## src/rtl/clock_divider_multi.sv

```systemverilog
// Multi-channel programmable clock divider: N_CH independent counters, each
// producing a 50% square wave or a one-cycle strobe at its terminal count.

module clock_divider_multi_ch #(
    parameter int WIDTH       = 24,
    parameter int DEFAULT_DIV = 1250000
) (
    input  logic             clk_in,
    input  logic             reset,
    input  logic             en,
    input  logic             wr_hit,
    input  logic [WIDTH-1:0] wr_div,
    input  logic             wr_mode,
    output logic             clk_out,
    output logic             tick
);
    typedef struct packed {
        logic [WIDTH-1:0] div;
        logic             mode;   // 0 = square, 1 = pulse
    } cfg_t;

    cfg_t             cfg_q;
    logic [WIDTH-1:0] cnt_q;
    logic             term;

    assign term = (cnt_q == cfg_q.div);

    // Priority: reset, then write, then disable, then counting. A write that
    // lands on a terminal count therefore suppresses that toggle/tick.
    always_ff @(posedge clk_in) begin
        if (reset) begin
            cfg_q.div  <= WIDTH'(DEFAULT_DIV);
            cfg_q.mode <= 1'b0;
            cnt_q      <= '0;
            clk_out    <= 1'b0;
            tick       <= 1'b0;
        end else if (wr_hit) begin
            cfg_q.div  <= wr_div;
            cfg_q.mode <= wr_mode;
            cnt_q      <= '0;
            clk_out    <= 1'b0;
            tick       <= 1'b0;
        end else if (!en) begin
            cnt_q   <= '0;
            clk_out <= 1'b0;
            tick    <= 1'b0;
        end else if (term) begin
            cnt_q   <= '0;
            tick    <= 1'b1;
            clk_out <= cfg_q.mode ? 1'b1 : ~clk_out;
        end else begin
            cnt_q <= cnt_q + WIDTH'(1);
            tick  <= 1'b0;
            if (cfg_q.mode)
                clk_out <= 1'b0;
        end
    end
endmodule

module clock_divider_multi #(
    parameter  int N_CH        = 4,
    parameter  int WIDTH       = 24,
    parameter  int DEFAULT_DIV = 1250000,
    localparam int CH_W        = (N_CH > 1) ? $clog2(N_CH) : 1
) (
    input  logic             clk_in,
    input  logic             reset,
    input  logic [N_CH-1:0]  en,
    input  logic             wr_en,
    input  logic [CH_W-1:0]  wr_ch,
    input  logic [WIDTH-1:0] wr_div,
    input  logic             wr_mode,
    output logic [N_CH-1:0]  clk_out,
    output logic [N_CH-1:0]  tick
);
    logic [N_CH-1:0] wr_hit;

    // Exact-match decode: out-of-range channel numbers select nothing.
    always_comb begin
        wr_hit = '0;
        for (int i = 0; i < N_CH; i++)
            wr_hit[i] = wr_en && (wr_ch == CH_W'(i));
    end

    for (genvar i = 0; i < N_CH; i++) begin : g_ch
        clock_divider_multi_ch #(
            .WIDTH       (WIDTH),
            .DEFAULT_DIV (DEFAULT_DIV)
        ) u_ch (
            .clk_in  (clk_in),
            .reset   (reset),
            .en      (en[i]),
            .wr_hit  (wr_hit[i]),
            .wr_div  (wr_div),
            .wr_mode (wr_mode),
            .clk_out (clk_out[i]),
            .tick    (tick[i])
        );
    end
endmodule
```

## config.mk

```make
export PLATFORM = sky130hd
export DESIGN_NAME = clock_divider_multi
export DESIGN_NICKNAME = d
export VERILOG_FILES = /design/src/rtl/clock_divider_multi.sv
export SDC_FILE = /design/constraint.sdc
export NUM_CORES = 1
export LEC_CHECK = 0
export ABC_AREA = 1
export BUFFER_PORTS_ARGS = -buffer_cell sky130_fd_sc_hd__buf_4
export CORE_ASPECT_RATIO = 1.5
export CORE_MARGIN = 2
export CORE_UTILIZATION = 50
export CTS_CLUSTER_SIZE = 14
export DETAILED_ROUTE_END_ITERATION = 8
export GPL_TIMING_DRIVEN = 0
export PLACE_DENSITY = 0.66
export SLEW_MARGIN = 20
export SYNTH_ARGS = -nofsm -noshare
export SYNTH_HDL_FRONTEND = slang
export SYNTH_SLANG_ARGS = --single-unit
```

## constraint.sdc

```tcl
create_clock -name clk_in -period 1.9 [get_ports clk_in]
set_input_delay 0.095 -clock clk_in [delete_from_list [all_inputs] [get_ports clk_in]]
set_output_delay 0.095 -clock clk_in [all_outputs]
set_load 0.05 [all_outputs]
```

==> run metrics, run 1 <==
total gr overflow 0; Root Buffer clkbuf_16; Period minus WS final 1.76 ns; Final Routed Wirelength 29700 µm; YS warnings 0; synthesized area 10600 µm²; worst r2r path cells 11; Worst-path clk slew 0.07 ns; GPL Wtd Cong 0.931; CP max-delay cell dfxtp_1; CTS Sinks 204; DRC 0; CP Launch Type register; Skew-Pair Late Insertion Delay 0.51 ns; run status complete, no violations; diode count 0; sequential share of the synthesized area 38.4%; antenna viol nets, final 0; Slew @ Worst Pin 0.562 ns; Core Util, Final 58.2%; vias in the first global route 9619; placed instance area 11300 µm²; Final Hold Fails 0; syn_nets 1675; GRT Overall Usage 26.9%; LEAKAGE 5.13 nW; cell count after placement 1945; vias per cell 4.99; Pwr Density 747 nW/µm²; Post-synth EDFFs 0; number of port buffers 40; Max clock buf depth 3; RSZ-0062 raised after global routing yes; Initial Util 50.7%; design area 12200 µm²; Peak VDD IR 598 µV; Row Count 65; top_reg_cell synth dfxtp_1; initial antenna violation count 0; Synth area leaders dfxtp_1 38%, nand2_1 17%, inv_1 8.6%; post-synthesis sequential element count 204; capturing point of the worst reg2reg path g_ch[0].u_ch.cnt_q[17]$_SDFF_PP0_; max incr delay on CP 0.31 ns; Setup CP Type register to register; die span in y 183 µm; CTS H-tree lvls 1; synthesized netlist cell count 1637; CP required 2.30 ns; reg2reg start g_ch[0].u_ch.cnt_q[9]$_SDFF_PP0_; Layout area overhead 14.8%; final cell count without fillers 2012; Core Box Area 21000 µm²; reg2reg setup slack 0.14 ns; hold_ws 0.107 ns; largest net degree at the start of global routing 14; CTS tree done; drt first pass iters 5; top-count cell post-synth nand2_1; synth cell count leaders 486 x nand2_1, 245 x inv_1, 230 x nor2_1, 204 x dfxtp_1, 87 x a21oi_1; Setup Skew 0.0131 ns; final setup violation count 0; Die X-Extent 123 µm; crit path DAT 2.16 ns; syn avg cell area 6.50 µm²; die area 22500 µm²; Max-slew headroom 62.6%; io pins 42; hold depth 5; nets@finish 1769; fmax 0.568 GHz; DRT iter0 DRCs 628; hpwl dp 22300 µm; Hold Startpoint wr_ch[1]; CTS buffer count 21; worst hold path class input port to register; share of layout cells above drive strength 1 8.83%; count of cell types in the netlist 33; Async SR Flop Fraction 0%; max_cap viols 0; Critical Path Fanout Max 10; first-pass GRT wire length 47200 µm; crit share post-route 92.7%; Worst Hold End g_ch[2].u_ch.cfg_q[17]$_SDFFE_PP1P_; Max Slew Vio Count 0; CP dominant cell by count nand2_1; Wirelength per Cell 14.7 µm; Synth top area share 38.4%; endpoint class of the critical path register; crit path cell chain buf_4 > inv_1 > nand2_1 > nand2_1 > nor2_1 > nand2_1 > nor2_2 > nand3_1 > nand2_2 > buf_4 > nor2_1; vias post-DR 10000; dominant cell type by area after synthesis dfxtp_1
## metrics by stage
| stage | total power, mW | setup slack [ns] | setup TNS, ns |
|---|---|---|---|
| 4_1_cts | 9.17 | 0.0804 | 0 |
| 6_report | 9.12 | 0.140 | 0 |
| 5_1_grt | 9.44 | -0.0211 | -0.0934 |
| 2_1_floorplan | 5.01 | 0.380 | 0 |
| 3_3_place_gp | 5.29 | 0.149 | 0 |
| 3_5_place_dp | 5.30 | 0.126 | 0 |
## worst max path at each step
stage | from | end | slack (ns)
after floorplan | g_ch[1].u_ch.cnt_q[0]$_SDFF_PP0_ | g_ch[1].u_ch.cnt_q[16]$_SDFF_PP0_ | 0.38
after global placement | reset | g_ch[2].u_ch.cfg_q[11]$_SDFFE_PP0P_ | 0.15
after detailed placement | reset | g_ch[2].u_ch.cfg_q[11]$_SDFFE_PP0P_ | 0.13
after CTS | reset | g_ch[2].u_ch.cfg_q[11]$_SDFFE_PP0P_ | 0.08
after global routing | g_ch[0].u_ch.cnt_q[9]$_SDFF_PP0_ | g_ch[0].u_ch.cnt_q[22]$_SDFF_PP0_ | -0.02
final | g_ch[0].u_ch.cnt_q[9]$_SDFF_PP0_ | g_ch[0].u_ch.cnt_q[17]$_SDFF_PP0_ | 0.14
## logic make-up (layout without fill, tap and decap cells)
logic type,Yosys count,in the layout,share of synthesized area (%)
buffers and inverters,304,411,11.6
AO/OA/AOI/OAI,190,190,9.37
AND/OR/NAND/NOR,853,853,33.4
XOR/XNOR,82,82,6.75
flip-flops,204,204,38.4
adder cells (fa/ha/maj),4,4,0.471
## area by class of cell
cell class	count	area [µm²]
flip-flops and latches	204	4090
inverters	254	953
plain buffers	50	284
repair buffers	71	611
clock inverters	5	28.8
multi-input cells	1129	5330
fillers	2083	8780
clock buffers	31	583
well taps	268	335
## routing by layer
metal	up-vias	share of wire, %	global-route usage [%]
met2	261	49	47.8
met5	-	0	0
met3	100	4.8	4.00
li1	5188	-	-
met4	0	5.9	14.3
met1	4485	40	30.6
## repair_timing
item / 4_1_cts / 5_1_grt
hold buffers: 31 / 0
setup buffers: 0 / 0
endpoints found under the setup margin: 0 / 26
endpoints found under the hold margin: 95 / 0
gates resized for setup: 0 / 9
## layout by cell type, fill, tap and decap left out, types with 3 or more instances in the layout
cell type	instances
nor2_4	10
ha_1	3
clkbuf_16	21
xnor2_1	18
a21oi_1	87
clkbuf_1	28
o211ai_1	17
clkinv_2	4
buf_4	54
buf_6	4
clkbuf_2	4
nor3_2	3
dfxtp_1	202
nand2_1	486
nand2_2	10
nand3_1	57
nor3_1	21
dlygate4sd3_1	31
inv_1	245
nand4_1	12
nor2_2	9
xor2_1	64
nand3_2	10
buf_2	7
nor2_1	229
o21ai_0	82
inv_2	9
## report_power, final
part           internal (mW)  switching [mW]
clock                   2.12            1.73
combinational          0.294           0.501
sequential              4.40          0.0758
## flip-flops by register name (all words and copies together), names as in the netlist
name / flops
g_ch.u_ch.cnt_q: 96
g_ch.u_ch.cfg_q: 100
g_ch.u_ch.clk_out: 4
g_ch.u_ch.tick: 4
## worst max-delay path, delay by kind of cell, from the launching register on
| kind | cells | cell delay [ns] |
|---|---|---|
| flops | 1 | 0.31 |
| buf+inv | 3 | 0.40 |
| simple gates | 8 | 0.93 |
(Power assumes the default switching activity.)
==> inputs of run 2 (changes only) <==
Settings changed: CORE_MARGIN 2 to default, GPL_TIMING_DRIVEN 0 to default.
==> run metrics, run 2 (same netlist as run 1, synthesis figures left out) <==
run status complete, no violations; commonest non-fill, non-tap cell in the layout nand2_1; CTS Hold Bufs 31; Row Count 65; Layout area overhead 15.4%; Final Hold Fails 0; io pins 42; diode count 0; Peak VDD IR 598 µV; GRT Overall Usage 26.8%; Max-slew headroom 69.9%; most frequent cells in the layout 486 x nand2_1, 244 x inv_1, 230 x nor2_1, 204 x dfxtp_1, 87 x a21oi_1; antenna viol nets, final 0; largest net degree at the start of global routing 45; fmax 0.595 GHz; CTS resizes 0; Wirelength per Cell 14.2 µm; crit path DAT 2.07 ns; die area 21900 µm²; CP bufs+invs 0; largest registers g_ch.u_ch.cfg_q x100, g_ch.u_ch.cnt_q x96; register area 4080 µm²; Root Buffer clkbuf_16; Skew-Pair Late Insertion Delay 0.51 ns; number of port buffers 41; CTS H-tree lvls 1; worst hold path class input port to register; vias per cell 5.00; drt first pass iters 6; CP dominant cell by count nor2_1; Final Routed Wirelength 28300 µm; share of layout cells above drive strength 1 8.84%; max_cap viols 0; Top Family by Delay on Critical Path simple AND/OR/NAND/NOR gates; first-pass GRT wire length 46200 µm; DRC 0; Multi-input gate area 5320 µm²; Reg with most FFs g_ch.u_ch.cfg_q; Core Box Area 21000 µm²; metal3 WL 1050 µm; crit path cell chain ha_1 > nand3_2 > nor2_4 > and2b_1 > nand2_2 > nor2_1 > xor2_1 > nor2_1; number of flip-flops in the largest register 100; setup_tns 0 ns; Setup Skew 0.00978 ns; RSZ-0062 raised after global routing no; Die X-Extent 121 µm; Period minus WS final 1.68 ns; Total Power 9.75 mW; Max clock buf depth 3; nets@finish 1745; CTS tree done; DRT met1 WL 11800 µm; total gr overflow 0; vias in the first global route 9434; Setup CP Type register to register; DRT iter0 DRCs 668; Post-CTS Setup Inserts 0; max incr delay on CP 0.40 ns; CP Launch Type register; GPL Wtd Cong 0.946; max layer used met4; Initial Util 50.7%; CTS buffer count 22; Core Util, Final 58.5%; final setup violation count 0; vias post-DR 9946; LEAKAGE 5.16 nW; endpoint class of the critical path register; CP max-delay cell dfxtp_1; Max Slew Vio Count 0; die span in y 181 µm; Slew @ Worst Pin 0.450 ns; CP required 2.29 ns; crit share post-route 88.5%; initial antenna violation count 0; metal2 WL 14200 µm; CTS Sinks 204; Worst-path clk slew 0.06 ns; hpwl dp 21000 µm; Pwr Density 794 nW/µm²; Critical Path Fanout Max 5; Filler Cell Count 2069
==> run 2: final timing paths <==
check                                     start                                   to  slack (ns)  depth (start not counted)
max            g_ch[3].u_ch.cnt_q[0]$_SDFF_PP0_    g_ch[3].u_ch.cnt_q[20]$_SDFF_PP0_        0.22                          8
min                                       wr_en  g_ch[0].u_ch.cfg_q[11]$_SDFFE_PP0P_        0.12                          3
max reg2reg    g_ch[3].u_ch.cnt_q[0]$_SDFF_PP0_    g_ch[3].u_ch.cnt_q[20]$_SDFF_PP0_        0.22                          8
min reg2reg  g_ch[1].u_ch.cfg_q[0]$_SDFFE_PP0P_   g_ch[1].u_ch.cfg_q[0]$_SDFFE_PP0P_        0.45                          2
==> run 2: cell type report <==
cell class	count	share of cell area, %
inverter	254	7.77
timing repair buffer	96	6.81
multi-input combinational	1129	43.3
tap	268	2.73
clock buffer	31	5.26
sequential	204	33.3
clock inverter	6	0.856
==> run 2: report_power, final <==
part	total, mW	switching (mW)	internal [mW]	leakage, nW
sequential	4.47	0.0742	4.40	1.66
clock	4.50	1.75	2.76	0.371
combinational	0.776	0.475	0.302	3.13
total	9.75	2.29	7.45	5.16
==> run 2: metal layers <==
layer	global-route usage, %	vias to the layer above
met5	0	-
met4	11.6	0
met3	2.34	74
met2	48.4	198
met1	31.9	4534
li1	-	5140
==> run 2: worst register-to-register path, stage by stage, from the launching register on <==
cell,delay [ns]
dfxtp_1,0.40
ha_1,0.23
nand3_2,0.13
nor2_4,0.17
and2b_1,0.21
nand2_2,0.10
nor2_1,0.12
xor2_1,0.17
nor2_1,0.05
==> run 2: stage by stage <==
stage	worst slack [ns]	hold WS, ns	area, µm²	instances
floorplan	0.380	0.208	10600	1637
global placement	0.287	0.370	11200	1920
detailed placement	0.237	0.378	11200	1920
CTS	0.209	0.104	12300	1988
global route	0.0513	0.146	12300	1988
finish	0.219	0.118	12300	1988
